<file path="config.mk">
export PLATFORM = sky130hd
export DESIGN_NAME = gf_mul_array
export DESIGN_NICKNAME = d
export VERILOG_FILES = /design/src/rtl/gf_mul_array.sv
export SDC_FILE = /design/constraint.sdc
export NUM_CORES = 1
export LEC_CHECK = 0
export CAP_MARGIN = 15
export CORE_MARGIN = 4
export CORE_UTILIZATION = 35
export CTS_CLUSTER_DIAMETER = 100
export CTS_CLUSTER_SIZE = 16
export DETAILED_ROUTE_END_ITERATION = 6
export DONT_BUFFER_PORTS = 1
export PLACE_DENSITY = 0.56
export SYNTH_ARGS = -nofsm -noshare
export SYNTH_HDL_FRONTEND = slang
export SYNTH_SLANG_ARGS = --single-unit
</file>
<file path="constraint.sdc">
create_clock -name clk -period 2.1 [get_ports clk]
set_input_delay 0.63 -clock clk [delete_from_list [all_inputs] [get_ports clk]]
set_output_delay 0.63 -clock clk [all_outputs]
set_load 0.05 [all_outputs]
</file>
<file path="src/rtl/gf_mul_array.sv">
// gf_mul_array: multi-lane iterative GF(2^8) multiplier, BPC multiplier bits
// per cycle, MSB-first Horner evaluation, valid/ready on both sides.
//
// Ports:
//   clk        rising-edge clock
//   rst_n      asynchronous active-low reset
//   in_valid   operand set valid
//   in_ready   block can accept operands (follows out_ready while in DONE)
//   op1        multiplier bytes,   lane i = op1[8i+7:8i]
//   op2        multiplicand bytes, lane i = op2[8i+7:8i]
//   out_valid  result valid
//   out_ready  consumer accepts result
//   result     lane i = op1_i * op2_i mod x^8 + POLY (registered)

module gf_mul_array #(
    parameter int unsigned LANES = 4,
    parameter int unsigned BPC   = 1,
    parameter logic [7:0]  POLY  = 8'h1b
) (
    input  logic               clk,
    input  logic               rst_n,
    input  logic               in_valid,
    output logic               in_ready,
    input  logic [8*LANES-1:0] op1,
    input  logic [8*LANES-1:0] op2,
    output logic               out_valid,
    input  logic               out_ready,
    output logic [8*LANES-1:0] result
);

    localparam int unsigned STEPS = 8 / BPC;
    localparam int unsigned CW    = (STEPS > 1) ? $clog2(STEPS) : 1;
    localparam logic [CW-1:0] LAST = CW'(STEPS - 1);

    if (!(BPC == 1 || BPC == 2 || BPC == 4 || BPC == 8)) begin : g_bad_bpc
        $error("gf_mul_array: BPC must be 1, 2, 4 or 8");
    end

    if (LANES < 1 || LANES > 16) begin : g_bad_lanes
        $error("gf_mul_array: LANES must be 1..16");
    end

    typedef enum logic [1:0] {
        S_IDLE,
        S_CALC,
        S_DONE
    } state_t;

    state_t r_state;
    state_t w_state_nxt;

    logic [CW-1:0] r_cnt;

    logic [LANES-1:0][7:0] r_m;
    logic [LANES-1:0][7:0] r_b;
    logic [LANES-1:0][7:0] r_a;

    logic [LANES-1:0][7:0] w_a_nxt;
    logic [LANES-1:0][7:0] w_m_nxt;
    logic [7:0]            w_a;
    logic [7:0]            w_m;

    logic w_load;
    logic w_step;
    logic w_last;

    function automatic logic [7:0] xtime(input logic [7:0] a);
        return {a[6:0], 1'b0} ^ (a[7] ? POLY : 8'h00);
    endfunction

    // BPC Horner sub-steps chained in one cycle; M is consumed MSB first.
    always_comb begin
        w_a     = '0;
        w_m     = '0;
        w_a_nxt = '0;
        w_m_nxt = '0;
        for (int l = 0; l < int'(LANES); l++) begin
            w_a = r_a[l];
            w_m = r_m[l];
            for (int k = 0; k < int'(BPC); k++) begin
                w_a = xtime(w_a) ^ (w_m[7] ? r_b[l] : 8'h00);
                w_m = {w_m[6:0], 1'b0};
            end
            w_a_nxt[l] = w_a;
            w_m_nxt[l] = w_m;
        end
    end

    assign w_last = (r_cnt == LAST);

    always_comb begin
        w_state_nxt = r_state;
        w_load      = 1'b0;
        w_step      = 1'b0;
        in_ready    = 1'b0;
        out_valid   = 1'b0;
        unique case (r_state)
            S_IDLE: begin
                in_ready = 1'b1;
                if (in_valid) begin
                    w_load      = 1'b1;
                    w_state_nxt = S_CALC;
                end
            end
            S_CALC: begin
                w_step = 1'b1;
                if (w_last) begin
                    w_state_nxt = S_DONE;
                end
            end
            S_DONE: begin
                out_valid = 1'b1;
                // Accepting in DONE removes the IDLE bubble.
                in_ready  = out_ready;
                if (out_ready) begin
                    if (in_valid) begin
                        w_load      = 1'b1;
                        w_state_nxt = S_CALC;
                    end else begin
                        w_state_nxt = S_IDLE;
                    end
                end
            end
            default: begin
                w_state_nxt = S_IDLE;
            end
        endcase
    end

    always_ff @(posedge clk or negedge rst_n) begin
        if (!rst_n) begin
            r_state <= S_IDLE;
            r_cnt   <= '0;
            r_m     <= '0;
            r_b     <= '0;
            r_a     <= '0;
        end else begin
            r_state <= w_state_nxt;
            if (w_load) begin
                r_m   <= op1;
                r_b   <= op2;
                r_a   <= '0;
                r_cnt <= '0;
            end else if (w_step) begin
                r_a   <= w_a_nxt;
                r_m   <= w_m_nxt;
                // Wrap explicitly so STEPS=1 never leaves cnt off zero.
                r_cnt <= w_last ? '0 : r_cnt + 1'b1;
            end
        end
    end

    assign result = r_a;

endmodule

</file>
Word-level counts from Yosys, hierarchy flattened
Cells that the tools add are included.

Register bits after elaboration: 101. Output and inout bits: 34. Logic and storage cells: 58.

$add $sub $neg: 1. Eq/ne operators: 6. Mux-type cells: 26. Bitwise logic cells: 8. Reductions and logical operators: 3.

Operators by type and width (count): $mux W32 (4); $mux W8 (4); $xor A8 B5 Y8 (4); $xor A8 B8 Y8 (4); $mux W5 (4); $mux W3 (3); $mux W2 (3); $ne A2 B2 Y1 const B (3); $pmux W2 S3 (1); $mux W1 (5); $pmux W1 S2 (2); $add A3 B1 Y3 const B (1); $eq A3 B3 Y1 const B (1); $reduce_and A3 Y1 (1); $eq A2 B1 Y1 const B (1); $eq A2 B2 Y1 const B (1); $logic_not A2 Y1 (1); $reduce_bool A2 Y1 (1).

Longest topological paths before layout
Gate-level depths: netlist of the first run.

Depth after elaboration: 5. Depth in mapped cells: 6. Gate-level depth less buffers: 5.

Worst setup path after synthesis of the first run
No wires, ideal clock.

Path kind: in2out. Start point: input out_ready. End point: output in_ready. Data arrival time: 1.788 ns. Data required time: 1.470 ns. Path slack: -0.318 ns. Stages on the path: 4. Path buffers: 2. Cell sequence: and2b_1 -> buf_6 -> clkbuf_1 -> nor2_1.

Cells in the longest elaborated chain, start to end: 1.

RTL lines: from (decl) (RTL line 27) `input logic out_ready,`; $pmux W1 S2 (RTL line 97) `unique case (r_state)`; to (decl) (RTL line 23) `output logic in_ready,`.

No other way between the ends.

Worst setup path after layout of the first run
Start point: register r_state[1]. End point: output in_ready.

Cells in the longest elaborated chain, start to end: 2.

RTL lines: from (decl) (RTL line 49) `state_t r_state;`; from (signal assigned) (RTL line 138) `r_state <= w_state_nxt;`; $eq A2 B2 Y1 or $logic_not A2 Y1 (tied branches) (RTL line 97); $pmux W1 S2 * (RTL line 97).

Every way passes the cells marked *; elsewhere a longest branch is shown, timed or not.

==> impl_metrics.tcl, run 1 <==
set metrics [dict create \
    status "complete, but fails checks" \
    violations "hold timing" \
    r2r_end "r_m[27]$_DFFE_PN0P_" \
    core_um2 13300 \
    post_cts_resized 0 \
    drive_gt1_share_pct 9.90 \
    path_cells "and2b_2 -> nor2_4" \
    grt_max_degree 102 \
    post-dp-hpwl_um 7340 \
    synth_warnings 0 \
    synth.largest_area_cell "dfrtp_1" \
    powerDensity_nw_per_um2 1890 \
    critical_path_buf_inv_count 0 \
    startpoint "r_state[1]$_DFFE_PN0P_" \
    cp.arrival_ns 1.37 \
    most-common-layout-cells "dfrtp_1 (101), nand2_1 (48), o22ai_1 (33), mux2_1 (28), a221o_1 (25)" \
    grt_use_total_pct 14.9 \
    rsz0062_at_grt "false" \
    fmax_ghz 0.500 \
    cts.clk_slew.worst_paths_ns 0.07 \
    worstSetupStartpointType "register" \
    cts_made_buffers 9 \
    worst-path-max-fanout 6 \
    layout.nets 479 \
    yosysTopAreaCellShare_pct 53.1 \
    endpoint_kind "primary output" \
    min_period_over_period_pct 95.2 \
    maxCapViolCount 0 \
    vdd_drop_max_uv 988 \
    worst-r2r-cell-count 3 \
    drc 0 \
    r2r-start "r_state[1]$_DFFE_PN0P_" \
    power_frac_clock_pct 17.8 \
    hold_violations 88 \
    row_count 42 \
    io_buffers 0 \
    clk_latency_ns 0.35 \
    ant_nets 0 \
    grt_pass1_vias 3288 \
    setup_violations 0 \
    finClkSkew_ns 0.00812 \
    gp_congestion 0.713 \
    layout_commonest_cell "dfrtp_1" \
    critPathKind "reg2out" \
    grt_pass1_wl_um 18600 \
    worst_ep_required_time_ns 1.47 \
    synthToLayoutAreaGrowth_pct 9.07 \
    power_frac_comb_pct 33.2 \
    p_int_mw 5.50 \
    via_per_inst 5.46 \
    cts_tree "done" \
    dr.pass1.iters 4 \
    worstMarginPinSlew_ns 1.19 \
    synthTopCellsByArea "dfrtp_1 (53%), mux2_1 (6.6%), a221o_1 (5.3%), o22ai_1 (4.3%), nand2_1 (3.8%)" \
    pwr-share-seq_pct 49.0 \
    ys_seq_elements 101 \
    whs_ns -0.0264 \
    syn-num-nets 494 \
    synth_cell_types 32 \
    fp.dieW_um 125 \
    avgSynthCellArea_um2 11.2 \
    routedWlPerCell_um 19.2 \
    cpLargestDelayFamily "simple AND/OR/NAND/NOR gates" \
    endpoint "in_ready" \
    p_leak_nw 2.15 \
    report.final.slew_viol_count 0 \
    cp.depth 2 \
    die_area_um2 15500 \
    slew_headroom_pct 20.5 \
    synth_cells 424 \
    seq_area_frac_synth_pct 53.1 \
    overflow 0 \
    syn-cell-area_um2 4760 \
    placed_cells 574 \
    dieHeight_um 125 \
    antenna_found_initial 0 \
    timing.critical_path.slowest_cell_delay_ns 0.45 \
    root_buffer "clkbuf_16" \
    wl_um 11300 \
    cts_setup_buffers 0 \
    final_cells 591 \
    swShare_pct 43.8 \
    cp_slowest_cell "dfrtp_1" \
    hp-class "in2async" \
    ios 102 \
    vias 3229 \
    cts.sinks 101 \
    r2r_slack_ns 0.21 \
    finalCriticalPeriod_ns 2.00 \
    drt_iter0_markers 190 \
    initial_core_util_pct 35.8 \
    finalPower_mw 9.79 \
    htree_levels 3 \
    clockBufferDepth 2 \
    p_sw_mw 4.29 \
]
## through the flow
| stage | cell area (µm²) | setup TNS, ns | hold WS (ns) | utilization (%) | setup slack [ns] |
|---|---|---|---|---|---|
| 2_1_floorplan | 4770 | 0 | 0.334 | - | 0.0368 |
| 3_3_place_gp | 4880 | 0 | 0.337 | 36.7 | 0.0546 |
| 3_5_place_dp | 4880 | -0.00414 | 0.337 | 36.7 | -0.00302 |
| 4_1_cts | 5190 | 0 | -0.0496 | 39.0 | 0.0714 |
| 5_1_grt | 5190 | 0 | -0.0532 | 39.0 | 0.0270 |
| 6_report | 5190 | 0 | -0.0264 | 39.1 | 0.101 |
## worst min path at each step
| stage | startpoint | endpoint | slack (ns) | cells after the start |
|---|---|---|---|---|
| 2_1_floorplan | rst_n | r_b[0]$_DFFE_PN0P_ | 0.33 | 0 |
| 3_3_place_gp | rst_n | r_m[0]$_DFFE_PN0P_ | 0.34 | 0 |
| 3_5_place_dp | rst_n | r_m[0]$_DFFE_PN0P_ | 0.34 | 0 |
| 4_1_cts | rst_n | r_m[0]$_DFFE_PN0P_ | -0.05 | 0 |
| 5_1_grt | rst_n | r_m[0]$_DFFE_PN0P_ | -0.05 | 0 |
| 6_report | rst_n | r_m[0]$_DFFE_PN0P_ | -0.03 | 0 |
## cell type report
type	count	area, µm²
antenna	1	2.50
clock buffer	13	270
clock inverter	3	42.5
fill	1300	8100
inverter	2	7.51
multi-input combinational	283	1990
sequential	101	2530
tap	176	220
timing repair buffer	12	128
## state kept, by name (all words and copies together), names as in the netlist
signal,count
r_b,32
r_m,32
result,32
r_cnt,3
r_state,2
## cell families after synthesis
kind of cell	share of synthesized area, %
flip-flops	53.1
AO/OA/AOI/OAI	13.3
XOR/XNOR	5.89
multiplexers	7.57
AND/OR/NAND/NOR	14.2
buffers and inverters	5.41
adder cells (fa/ha/maj)	0.526
## worst reg2reg max path, delay by kind of cell (launching register included)
kind             cells  cell delay (ns)
AO/OA/AOI/OAI        2             1.25
flip-flops           1             0.46
AND/OR/NAND/NOR      1             0.12
## metal layers
metal	share of wire (%)	GRT usage, %	vias to the layer above	wire, µm
met5	0	0	-	0
met4	1.5	3.80	0	172
met3	6.5	6.05	14	740
met2	50	24.1	79	5640
met1	42	18.7	1641	4790
li1	-	-	1495	-
## synth_stat cells (all sizes together)
library cell,n
nor2b,3
dfrtp,101
a31oi,3
and2,25
nor3,15
o21ai,4
or3,1
nand2b,3
and2b,1
buf,25
mux2,32
clkbuf,13
o22ai,33
xor2,20
a22o,1
nor3b,12
inv,2
ha,2
a21oi,25
a221o,25
nand2,48
nand3,16
xnor2,12
nor2,2
## power by group through the flow
stage | clock [mW] | sequential, mW | combinational [mW]
3_5_place_dp | 0 | 4.86 | 3.28
2_1_floorplan | 0 | 4.51 | 2.89
3_3_place_gp | 0 | 4.83 | 3.15
4_1_cts | 1.81 | 4.83 | 3.30
6_report | 1.74 | 4.80 | 3.25
5_1_grt | 1.88 | 4.95 | 3.66
Power figures use the tool's default switching activity.
==> run 2: changes to the inputs <==
--- a/config.mk
+++ b/config.mk
@@ -12,6 +12,7 @@
 export CTS_CLUSTER_SIZE = 16
 export DETAILED_ROUTE_END_ITERATION = 6
 export DONT_BUFFER_PORTS = 1
+export GPL_ROUTABILITY_DRIVEN = 1
 export PLACE_DENSITY = 0.56
 export SYNTH_ARGS = -nofsm -noshare
 export SYNTH_HDL_FRONTEND = slang
==> results of run 2 <==
No change in the layout: final DEF, timing and power equal those of run 1.
